===== src/rtl/fetch_unit.sv =====
`default_nettype none
// +-----------------------------------------------------------------------------
// | fetch_unit : PC register and IF/ID stage feeding a combinational instruction ROM
// | Rev 1.0
// +-----------------------------------------------------------------------------
module fetch_unit #(
   parameter logic [31:0] RESET_PC  = 32'h0000_0000,
   parameter logic [31:0] NOP_INSTR = 32'h0000_0013
) (
   input  logic        clk,
   input  logic        rst,
   input  logic        stall,
   input  logic        redirect_valid,
   input  logic [31:0] redirect_pc,
   output logic [31:0] imem_addr,
   input  logic [31:0] imem_instr,
   output logic [31:0] id_pc,
   output logic [31:0] id_instr,
   output logic        id_valid,
   output logic [31:0] fetch_count
);

   logic [31:0] pc_q,       pc_d;
   logic [31:0] id_pc_q,    id_pc_d;
   logic [31:0] id_instr_q, id_instr_d;
   logic        id_valid_q, id_valid_d;
   logic [31:0] count_q,    count_d;

   // Redirect outranks stall; the PC and counter both wrap naturally at 2^32.
   always_comb begin
      pc_d       = pc_q;
      id_pc_d    = id_pc_q;
      id_instr_d = id_instr_q;
      id_valid_d = id_valid_q;
      count_d    = count_q;
      if (redirect_valid) begin
         pc_d       = {redirect_pc[31:2], 2'b00};
         id_pc_d    = 32'h0000_0000;
         id_instr_d = NOP_INSTR;
         id_valid_d = 1'b0;
      end else if (!stall) begin
         pc_d       = pc_q + 32'd4;
         id_pc_d    = pc_q;
         id_instr_d = imem_instr;
         id_valid_d = 1'b1;
         count_d    = count_q + 32'd1;
      end
   end

   always_ff @(posedge clk) begin
      if (rst) begin
         pc_q       <= RESET_PC;
         id_pc_q    <= 32'h0000_0000;
         id_instr_q <= NOP_INSTR;
         id_valid_q <= 1'b0;
         count_q    <= 32'h0000_0000;
      end else begin
         pc_q       <= pc_d;
         id_pc_q    <= id_pc_d;
         id_instr_q <= id_instr_d;
         id_valid_q <= id_valid_d;
         count_q    <= count_d;
      end
   end

   assign imem_addr   = pc_q;
   assign id_pc       = id_pc_q;
   assign id_instr    = id_instr_q;
   assign id_valid    = id_valid_q;
   assign fetch_count = count_q;

endmodule
`default_nettype wire


===== config.mk =====
export PLATFORM = sky130hd
export DESIGN_NAME = fetch_unit
export DESIGN_NICKNAME = d
export VERILOG_FILES = /design/src/rtl/fetch_unit.sv
export SDC_FILE = /design/constraint.sdc
export NUM_CORES = 1
export LEC_CHECK = 0
export BUFFER_PORTS_ARGS = -buffer_cell sky130_fd_sc_hd__buf_4
export CELL_PAD_IN_SITES_DETAIL_PLACEMENT = 0
export CELL_PAD_IN_SITES_GLOBAL_PLACEMENT = 1
export CORE_MARGIN = 2
export CORE_UTILIZATION = 39
export DETAILED_ROUTE_END_ITERATION = 7
export GPL_ROUTABILITY_DRIVEN = 1
export GPL_TIMING_DRIVEN = 0
export PLACE_DENSITY = 0.92
export SLEW_MARGIN = 20
export SYNTH_ARGS = -nofsm -noshare
export SYNTH_HDL_FRONTEND = slang
export SYNTH_SLANG_ARGS = --single-unit
export TNS_END_PERCENT = 5

===== constraint.sdc =====
create_clock -name clk -period 4.9 [get_ports clk]
set_clock_uncertainty 0.05 [all_clocks]
set_input_delay 0.49 -clock clk [delete_from_list [all_inputs] [get_ports clk]]
set_output_delay 0.49 -clock clk [all_outputs]
set_load 0.005 [all_outputs]

==> results of run 1 <==
cell usage after synthesis (all sizes together), types with 2 or more instances:
library cell	n	area share
dfxtp	125	0.45
nor2	99	0.067
mux2i	59	0.11
nand2	37	0.025
a21oi	27	0.025
clkbuf	21	0.014
nand3	21	0.019
nand4	21	0.027
buf	20	0.018
or4	19	0.027
o31ai	17	0.023
o21ai	15	0.014
or3	14	0.016
xnor2	13	0.021
nor4	12	0.014
a311oi	11	0.017
and4	9	0.014
xor2	9	0.014
a211oi	8	0.011
inv	8	0.0054
nor3	6	0.0054
a2111oi	5	0.0082
and3	4	0.0045
nand2b	3	0.0034
nor2b	3	0.0034
or2	3	0.0034
a311o	2	0.0036
and2	2	0.0023
ha	2	0.0045
nand4b	2	0.0032
per-stage QoR:
stage	hold slack [ns]	power (uW)	setup slack, ns	cells
floorplan	0.412	1210	2.69	616
global placement	0.403	1340	2.11	984
detailed placement	0.410	1340	2.08	984
CTS	0.206	2710	2.44	1015
global route	0.234	2780	2.23	1015
finish	0.223	2680	2.46	1015
power by group:
group          internal, uW  switching, uW
Combinational           122            107
Sequential             1050           42.1
Clock                   914            447
Total                  2090            596
logic make-up after synthesis:
| family | count (synthesis) | synth area share |
|---|---|---|
| and+or+nand+nor | 260 | 0.245 |
| DFF | 125 | 0.454 |
| AOI/OAI and AO/OA | 94 | 0.116 |
| muxes | 59 | 0.107 |
| buffers and inverters | 50 | 0.0381 |
| xor gates and xnor gates | 22 | 0.0349 |
| adders and majority gates | 2 | 0.00454 |
| other | 1 | 0.000680 |
worst max-delay path, delay by kind of cell, from the launching register on:
family                 cells  cell delay [ns]
AOI/OAI and AO/OA          2             0.41
DFF                        1             0.47
and+or+nand+nor            2             0.54
buffers and inverters      3             0.83
area by class of cell:
cell class,instances,area (sq um)
timing repair buffer,188,1410
clock buffer,25,505
inverter,9,33.8
multi-input combinational,441,2810
fill,1280,6030
clock inverter,6,130
tap,180,225
buffer,41,176
sequential,125,2500
cells in the final DEF, fill, tap and decap left out, types with 2 or more instances in the layout:
cell type	n
a2111oi_0	4
a211oi_1	8
a21oi_1	27
a311o_1	2
a311oi_1	11
and2_1	2
and3_1	4
and4_1	9
buf_1	15
buf_4	192
bufinv_16	4
clkbuf_1	24
clkbuf_16	17
clkbuf_8	5
clkinv_2	2
conb_1	4
dfxtp_1	125
ha_1	2
inv_1	8
mux2i_1	59
nand2_1	37
nand2b_1	3
nand3_1	21
nand4_1	20
nand4b_1	2
nor2_1	99
nor2b_1	3
nor3_1	6
nor4_1	12
o21ai_0	15
o31ai_1	17
or2_2	3
or3_1	12
or3_2	2
or4_1	17
or4_4	2
xnor2_1	13
xor2_1	9
path summary, 6_finish.rpt:
| kind | start | to | slack [ns] |
|---|---|---|---|
| hold reg to reg | id_valid | id_valid | 0.42 |
| hold / removal | imem_instr[1] | id_instr[1] | 0.22 |
| setup / recovery | fetch_count[5] | fetch_count[23] | 2.46 |
| setup reg to reg | fetch_count[5] | fetch_count[23] | 2.46 |
layer usage:
metal	wire (um)	global-route usage	part of all wire
met5	0	0	0
met4	229	0.0876	0.014
met3	1150	0.0503	0.069
met2	8050	0.357	0.48
met1	7350	0.288	0.44
sequential cells by signal (all words and copies together), names as in the netlist:
signal / cells
id_pc: 30
id_instr: 32
imem_addr: 30
id_valid: 1
fetch_count: 32
==> impl_results.md, run 1 <==
* Final period util at 0.499
* Setup total negative slack at 0 ns
* Maximum level of the CTS H-tree at 4
* Avg Inst Size Synth at 9.00 sq um
* Latest clock arrival within the worst-skew pair at 0.43 ns
* First-pass GRT wire length at 25.9 mm
* Largest fanout of any net on the critical path at 10
* Overall die area at 0.0151 sq mm
* Number of vias after detailed routing at approximately 5400
* Final design instance area without fill at between 0.007 and 0.008 sq mm
* Number of top-level pins at between 150 and 200
* Post-synth ARST share at 0
* Slowest cell on the critical path: dfxtp_1
* Delay contributed by the slowest stage of the critical path at 0.47 ns
* Maximum number of pins on one net before global-route repair at 17
* P_leak at 0.00323 uW
* Required time worst endpoint at roughly 5.1 ns
* Count of clock tree sinks at 125
* Max-slew violation total from the final report at 0
* Achievable Freq at around 0.41 GHz
* Starting DRT DRC Count at between 400 and 500
* Length in cells of the worst reg-to-reg path at 7
* Overall track demand over capacity in global routing at 0.222
* Register area share after synthesis at 0.454
* Actual transition at the worst max-transition pin at 0.828 ns
* Initial cell density of the core at 0.399
* Mapped Cells at between 600 and 700
* Clock slew seen by the registers of the worst setup and hold paths at 0.05 ns
* Hold Path Stages at 3
* Core area at around 0.014 sq mm
* Vias/cell at approximately 5.4
* Worst path cell trace: and4_1 -> clkbuf_1 -> nand4_1 -> clkbuf_1 -> clkbuf_1 -> o31ai_1 -> a21oi_1
* RSZ-0062 raised after global routing: false
* Cell at the root of the clock tree: clkbuf_16
* Final global-route overflow total at 0
* Total Routed Length at 16.8 mm
* Cell area reported after detailed placement at 0.00716 sq mm
* Category of the worst setup path launch point: flop
* Worst ir drop on vdd at 0.211 mV
* Floorplan die width at between 100 and 150 um
* Final HPWL DP at 12.1 mm
* Result of the run: complete, no violations
* Number of enable-type register cells in the synthesized netlist at 0
* DR pass1 iterations at 5
* Shortest period the worst path allows at 2.44 ns
* Max-cap check violation count at 0
* Post-CTS sizing at 0
* Worst path most repeated cell: clkbuf_1
* Total Nets Final at 893
* Area Overhead vs Synth at 41.4%
* Antenna Nets Post-Route at 0
* CP endpoint kind: flop
* Largest buffer count on any clock path at 2
* Post-detailed-route wirelength per cell at 16.5 um
* Number of warning messages in the yosys log at 0
* Fraction of the core area covered by cells at the end of the flow at 0.564
* Number of failing setup endpoints in the final timing report at 0
* Number of hold-repair buffers added at the cts stage at 0
* Number of port buffers at around 190
* Crit path kind: reg -> reg
* Total power density per cell area at 344 mW/mm^2
* Antenna diode count at 0
* Synth unique cells at 52
* Number of antenna violations at the first check in global routing at 0
* Hold crit path type: in -> reg
* Routability congestion estimate from global placement at between 0.8 and 0.9
* DRC violations left at 0
* Core Rows at 43
* Flip-flop and latch count after synthesis at 125
* Rel. slew slack at 0.444
* Setup repair bufs after CTS at 0
* Layout cell share with drive strength beyond 1 at 0.278
* Total clock buffers created by CTS at 17
* Post-synth design cell area at 0.00551 sq mm
* Via count of the first global-routing pass at 4903
* CTS tree: done
* Data arrival at the endpoint of the critical path at 2.68 ns
* Final Hold Violating Endpoints at 0
* Primary FF master, synth: dfxtp_1
* Die height at 123 um
Power figures use the tool's default switching activity.
==> run 2, diff against run 1 <==
- CORE_UTILIZATION: 39 -> 33
- PLACE_DENSITY: 0.92 -> 0.83
- clock period: 4.9 -> 2.2 ns (I/O delays scaled with it)
==> run 2 against run 1 <==
Against the previous run: total power grew 120%; count of clock-buffer cells in the layout unchanged; register-to-register slack lost 2.4 ns; sequential share of layout area down 1.7 points; combinational power rose to 2.5 times the previous value; via count increased by 1.9%; critical path type unchanged.
==> impl_results.md, run 2 (synthesis results as in run 1) <==
* Result of the run: complete, no violations (unchanged)
* DRC violations left at 0 (unchanged)
* Highest-count cells in the layout ignoring fill and taps: buf_4 (197), dfxtp_1 (114), nor2_1 (99) (was buf_4 (192), dfxtp_1 (125), nor2_1 (99))
* RSZ-0062 raised after global routing: true (was false)
* CP endpoint kind: flop (unchanged)
* Data arrival at the endpoint of the critical path at 2.42 ns (was 2.68 ns)
* DR pass1 iterations at 5 (unchanged)
* Count of buffer and inverter cells on the critical path at 1 (was 3)
* Rel. slew slack at 0.432 (was 0.444)
* Fraction of the core area covered by cells at the end of the flow at 0.505 (was 0.564)
* Count of clock tree sinks at 125 (unchanged)
* Final Hold Violating Endpoints at 0 (unchanged)
* Category of the worst setup path launch point: flop (unchanged)
* Final period util at 0.978 (was 0.499)
* Beginning of the worst register-to-register path: imem_addr[7] (was fetch_count[5])
* HP Start: redirect_pc[25] (was imem_instr[1])
* Total clock buffers created by CTS at 17 (unchanged)
* Core Rows at 47 (was 43)
* Max-cap check violation count at 0 (unchanged)
* Achievable Freq at 0.465 GHz (was 0.409 GHz)
* Area occupied by multi-input gates at 0.00287 sq mm (was 0.00281 sq mm)
* Number of vias after detailed routing at 5548 (was 5447)
* Overall die area at 0.0178 sq mm (was 0.0151 sq mm)
* Cell at the root of the clock tree: clkbuf_16 (unchanged)
* Final global-route overflow total at 0 (unchanged)
* Post-detailed-route wirelength per cell at 16.2 um (was 16.5 um)
* Maximum level of the CTS H-tree at 4 (unchanged)
* Hold crit path type: in -> reg (unchanged)
* Max-slew violation total from the final report at 0 (unchanged)
* Number of antenna violations at the first check in global routing at 0 (unchanged)
* Number of port buffers at 188 (unchanged)
* CTS tree: done (unchanged)
* Critical path endpoint: imem_addr[28] (was fetch_count[23])
* Required time worst endpoint at 2.47 ns (was 5.14 ns)
* Overall track demand over capacity in global routing at 0.202 (was 0.222)
* Combined flip-flop and latch cell area at 0.00253 sq mm (was 0.00250 sq mm)
* Cell area reported after detailed placement at 0.00721 sq mm (was 0.00716 sq mm)
* Setup total negative slack at 0 ns (unchanged)
* Number of gates on the worst path with buffers counted at 5 (was 7)
* Total Routed Length at 17.8 mm (was 16.8 mm)
* Actual transition at the worst max-transition pin at 0.851 ns (was 0.828 ns)
* Via count of the first global-routing pass at 5199 (was 4903)
* Worst path cell trace: nand4_4 -> or4_4 -> buf_6 -> or4_1 -> a311oi_1 (was and4_1 -> clkbuf_1 -> nand4_1 -> clkbuf_1 -> clkbuf_1 -> o31ai_1 -> a21oi_1)
* Maximum number of pins on one net before global-route repair at 17 (unchanged)
* Slack of the worst reg-to-reg path at 0.05 ns (was 2.46 ns)
* Total power density per cell area at 716 mW/mm^2 (was 344 mW/mm^2)
* Slowest cell on the critical path: or4_4 (was dfxtp_1)
* Length in cells of the worst reg-to-reg path at 5 (was 7)
* Floorplan die width at 133 um (was 123 um)
* Total Nets Final at 933 (was 893)
* Delay contributed by the slowest stage of the critical path at 0.54 ns (was 0.47 ns)
* Largest buffer count on any clock path at 2 (unchanged)
* Final design instance area without fill at 0.00832 sq mm (was 0.00780 sq mm)
* Area Overhead vs Synth at 50.9% (was 41.4%)
* Largest fanout of any net on the critical path at 10 (unchanged)
* Layout cell share with drive strength beyond 1 at 0.298 (was 0.278)
* Worst ir drop on vdd at 0.536 mV (was 0.211 mV)
* Worst Hold Slack at 0.0196 ns (was 0.223 ns)
* Initial cell density of the core at 0.335 (was 0.399)
* Endpoint of the lowest-slack register-to-register path: imem_addr[28] (was fetch_count[23])
* Shortest period the worst path allows at 2.15 ns (was 2.44 ns)
* Number of top-level pins at 197 (unchanged)
* Number of failing setup endpoints in the final timing report at 0 (unchanged)
* CP delay by family, top: simple AND/OR/NAND/NOR gates (was buffers and inverters)
* Starting DRT DRC Count at 342 (was 442)
* Die height at 133 um (was 123 um)
* Most common cell after layout, fill and taps aside: buf_4 (unchanged)
* Crit path from: imem_addr[7] (was fetch_count[5])
* Vias/cell at 5.07 (was 5.37)
* Core area at 0.0165 sq mm (was 0.0138 sq mm)
* Clock slew seen by the registers of the worst setup and hold paths at 0.06 ns (was 0.05 ns)
* Crit path kind: reg -> reg (unchanged)
* Antenna diode count at 0 (unchanged)
* Antenna Nets Post-Route at 0 (unchanged)
* Final HPWL DP at 12.5 mm (was 12.1 mm)
* P_leak at 0.00343 uW (was 0.00323 uW)
* First-pass GRT wire length at 28.3 mm (was 25.9 mm)
* Fill cell count at 1618 (was 1280)
* Routability congestion estimate from global placement at 0.765 (was 0.847)
* Latest clock arrival within the worst-skew pair at 0.42 ns (was 0.43 ns)
-- run 2: how the worst min path moves through the flow --
stage / cells after the start / slack [ns] / end
after floorplan: 2 / 0.30 / id_instr[0]
after global placement: 3 / 0.38 / id_instr[0]
after detailed placement: 3 / 0.39 / id_instr[0]
after CTS: 3 / 0.003 / imem_addr[19]
after global routing: 2 / 0.001 / imem_addr[25]
final: 2 / 0.02 / imem_addr[25]
-- run 2: final cells by class --
| type | instances | share of cell area |
|---|---|---|
| plain buffers | 41 | 0.0224 |
| clock buffers | 25 | 0.0620 |
| clock inverters | 6 | 0.0126 |
| inverters | 9 | 0.00406 |
| multi-input cells | 441 | 0.345 |
| flip-flops and latches | 125 | 0.304 |
| well taps | 220 | 0.0331 |
| repair buffers | 228 | 0.216 |
-- run 2: per-layer routing --
metal / up-vias / share of wire / GRT usage
li1: 2740 / - / -
met5: - / 0 / 0
met4: 0 / 0.020 / 0.0644
met1: 2610 / 0.44 / 0.259
met2: 170 / 0.48 / 0.332
met3: 28 / 0.058 / 0.0548
-- run 2: power breakdown --
part	switching (uW)	internal, uW
registers	96.0	2340
logic	260	317
clock network	999	1950
-- run 2: stage by stage --
stage | instances | total power (uW) | setup slack, ns
after floorplan | 616 | 2700 | 0.00612
after global placement | 1024 | 2990 | -0.460
after detailed placement | 1024 | 3000 | -0.434
after CTS | 1091 | 6000 | -0.0374
after global routing | 1095 | 6180 | -0.0718
final | 1095 | 5960 | 0.0493
-- run 2: repair_timing --
| action | CTS | global route |
|---|---|---|
| setup endpoints to repair | 18 | 53 |
| pin swaps | 3 | 3 |
| hold buffers | 35 | 0 |
| setup buffers | 1 | 4 |
| endpoints found under the hold margin | 35 | 0 |
| gates resized for setup | 16 | 22 |
| cloned | 0 | 0 |
==> run 3, diff against run 2 <==
- ABC_AREA: unset -> 1
- CORE_UTILIZATION: 33 -> 32
- PLACE_DENSITY: 0.83 -> 0.84
==> run 3 against run 2 <==
Against the previous run: clock power about the same; worst setup slack improved by 0.37 ns; sequential share of layout area decreased by 1.4 points; non-clock buffer count decreased by 29; count of clock-buffer cells in the layout decreased by 5; cell area increased by 3.5%; cell count increased by 27%; total power about the same; critical path depth increased by 3; fmax increased by 21%; via count increased by 17%.
==> impl_results.md, run 3 <==
* Setup total negative slack at 0 ns (unchanged)
* Max-cap check violation count at 0 (unchanged)
* First-pass GRT wire length at 31.9 mm (was 28.3 mm)
* Instance count after placement with tap cells included at 1350 (was 1024)
* Core Rows at 50 (was 47)
* Result of the run: complete, no violations (unchanged)
* Achievable Freq at 0.561 GHz (was 0.465 GHz)
* CP delay by family, top: simple AND/OR/NAND/NOR gates (unchanged)
* Final HPWL DP at 15.7 mm (was 12.5 mm)
* CP endpoint kind: flop (unchanged)
* Actual transition at the worst max-transition pin at 0.711 ns (was 0.851 ns)
* Slack of the worst reg-to-reg path at 0.42 ns (was 0.05 ns)
* Shortest period the worst path allows at 1.78 ns (was 2.15 ns)
* Fill cell count at 2001 (was 1618)
* Number of failing setup endpoints in the final timing report at 0 (unchanged)
* Worst ir drop on vdd at 0.520 mV (was 0.536 mV)
* Latest clock arrival within the worst-skew pair at 0.42 ns (about the same)
* Number of vias after detailed routing at 6501 (was 5548)
* Total Routed Length at 20.8 mm (was 17.8 mm)
* Via count of the first global-routing pass at 5979 (was 5199)
* Final Hold Violating Endpoints at 0 (unchanged)
* Count of non-filler cells in the finished layout at 1396 (was 1095)
* Commonest cells in the synthesized netlist: nand2_1 (303), dfxtp_1 (125), nor2_1 (105), a21oi_1 (97), inv_1 (87) (was dfxtp_1 (125), nor2_1 (99), mux2i_1 (59), nand2_1 (37), a21oi_1 (27))
* Final global-route overflow total at 0 (unchanged)
* Beginning of the worst register-to-register path: fetch_count[0] (was imem_addr[7])
* Cells taking the most area after synthesis: dfxtp_1 (41%), nand2_1 (19%), a21oi_1 (7.9%) (was dfxtp_1 (45%), mux2i_1 (11%), nor2_1 (6.7%))
* Post-CTS sizing at 0 (was 16)
* Overall die area at 0.0203 sq mm (was 0.0178 sq mm)
* Flip-flop and latch count after synthesis at 125 (unchanged)
* Most common cell after layout, fill and taps aside: nand2_1 (was buf_4)
* Maximum level of the CTS H-tree at 4 (unchanged)
* Layout cell share with drive strength beyond 1 at 0.231 (was 0.298)
* Required time worst endpoint at 2.46 ns (was 2.47 ns)
* Largest buffer count on any clock path at 2 (unchanged)
* Total clock buffers created by CTS at 17 (unchanged)
* Most frequent cell after synthesis: nand2_1 (was dfxtp_1)
* Area Overhead vs Synth at 40.6% (was 50.9%)
* Total Nets Final at 1219 (was 933)
* Cell at the root of the clock tree: clkbuf_16 (unchanged)
* Primary FF master, synth: dfxtp_1 (unchanged)
* Hold crit path type: in -> reg (unchanged)
* Largest fanout of any net on the critical path at 6 (was 10)
* Post-synth design cell area at 0.00613 sq mm (was 0.00551 sq mm)
* Final period util at 0.811 (was 0.978)
* Clock slew seen by the registers of the worst setup and hold paths at 0.06 ns (about the same)
* Category of the worst setup path launch point: flop (unchanged)
* Number of enable-type register cells in the synthesized netlist at 0 (unchanged)
* Mapped Cells at 924 (was 613)
* Initial cell density of the core at 0.326 (was 0.335)
* Maximum number of pins on one net before global-route repair at 17 (unchanged)
* HP Start: imem_instr[23] (was redirect_pc[25])
* Max-slew violation total from the final report at 0 (unchanged)
* Overall track demand over capacity in global routing at 0.202 (about the same)
* Highest-count cells in the layout ignoring fill and taps: nand2_1 (303), buf_4 (193), dfxtp_1 (125) (was buf_4 (197), dfxtp_1 (114), nor2_1 (99))
* Area fraction of the dominant cell type after synthesis at 0.408 (was 0.454)
* Register area share after synthesis at 0.408 (was 0.454)
* Count of buffer and inverter cells on the critical path at 1 (unchanged)
* Slowest cell on the critical path: dfxtp_1 (was or4_4)
* Total design power at 5960 uW (about the same)
* Core area at 0.0188 sq mm (was 0.0165 sq mm)
* Delay contributed by the slowest stage of the critical path at 0.48 ns (was 0.54 ns)
* Count of clock tree sinks at 125 (unchanged)
* Number of antenna violations at the first check in global routing at 0 (unchanged)
* Antenna diode count at 0 (unchanged)
* Largest area contributor in the netlist: dfxtp_1 (unchanged)
* Routability congestion estimate from global placement at 0.873 (was 0.765)
* Number of port buffers at 189 (was 188)
* Total power density per cell area at 692 mW/mm^2 (was 716 mW/mm^2)
* Antenna Nets Post-Route at 0 (unchanged)
* Post-detailed-route wirelength per cell at 14.9 um (was 16.2 um)
* P_leak at 0.00363 uW (was 0.00343 uW)
* Starting DRT DRC Count at 226 (was 342)
* Crit path kind: reg -> reg (unchanged)
* Worst path cell trace: ha_1 -> inv_1 -> nor2_8 -> nand2_2 -> nor2_2 -> nand4_1 -> o21ai_1 -> nor2_1 (was nand4_4 -> or4_4 -> buf_6 -> or4_1 -> a311oi_1)
* DRC violations left at 0 (unchanged)
* Die height at 142 um (was 133 um)
* Number of warning messages in the yosys log at 0 (unchanged)
* Data arrival at the endpoint of the critical path at 2.04 ns (was 2.42 ns)
* Vias/cell at 4.66 (was 5.07)
* Number of top-level pins at 197 (unchanged)
* Avg Inst Size Synth at 6.63 sq um (was 9.00 sq um)
* Crit path from: fetch_count[0] (was imem_addr[7])
* Rel. slew slack at 0.526 (was 0.432)
* Synth unique cells at 39 (was 52)
* RSZ-0062 raised after global routing: false (was true)
* CTS tree: done (unchanged)
* DR pass1 iterations at 5 (unchanged)
* Floorplan die width at 142 um (was 133 um)
* Post-synth ARST share at 0 (unchanged)
run 3: layout make-up:
type | count | area (sq um) | share of cell area
Clock buffer | 20 | 457 | 0.0530
Multi-Input combinational cell | 673 | 3110 | 0.361
Tap cell | 234 | 293 | 0.0340
Clock inverter | 12 | 168 | 0.0195
Inverter | 92 | 350 | 0.0407
Timing Repair Buffer | 203 | 1560 | 0.181
Sequential cell | 125 | 2500 | 0.291
Buffer | 37 | 171 | 0.0199
run 3: stage by stage:
stage               worst slack [ns]  instance area (sq um)  hold WS, ns   util
detailed placement             0.234                   7850        0.377  0.418
global route                   0.257                   8610      0.00688  0.459
floorplan                      0.711                   6140        0.283      -
CTS                            0.414                   8590     0.000224  0.458
global placement               0.232                   7850        0.375  0.418
finish                         0.417                   8610      0.00677  0.459
run 3: what timing repair did:
action,4_1_cts,5_1_grt
buffers inserted,0,0
setup endpoints to repair,0,0
endpoints found under the hold margin,12,2
hold buffers,12,2
run 3: path summary, 6_finish.rpt:
kind                            depth (start not counted)               to
worst max-delay path                                    8  fetch_count[30]
worst min-delay path                                    3     id_instr[23]
worst max register to register                          8  fetch_count[30]
worst min register to register                          2        id_pc[18]
run 3: where the power goes:
part / switching (uW) / leakage [uW] / internal [uW]
combinational: 301 / 0.00231 / 273
sequential: 82.4 / 0.00102 / 2340
clock: 1030 / 0.000302 / 1940
total: 1410 / 0.00363 / 4550
run 3: routing by layer:
metal	global-route usage	part of all wire	vias up
li1	-	-	3370
met1	0.272	0.47	2933
met2	0.322	0.45	177
met3	0.0485	0.063	21
met4	0.0594	0.014	0
met5	0	0	-
run 3: logic make-up after synthesis:
| kind of cell | Yosys count | synth area share |
|---|---|---|
| flip-flops | 125 | 0.408 |
| XOR/XNOR | 17 | 0.0243 |
| adder cells (fa/ha/maj) | 2 | 0.00408 |
| AND/OR/NAND/NOR | 483 | 0.337 |
| other | 1 | 0.000612 |
| buffers and inverters | 129 | 0.0852 |
| AO/OA/AOI/OAI | 167 | 0.141 |
run 3: tightest hold or removal path, stage by stage:
cell and delay (ns):
buf_4 0.08, nand2_1 0.04, a21oi_1 0.10
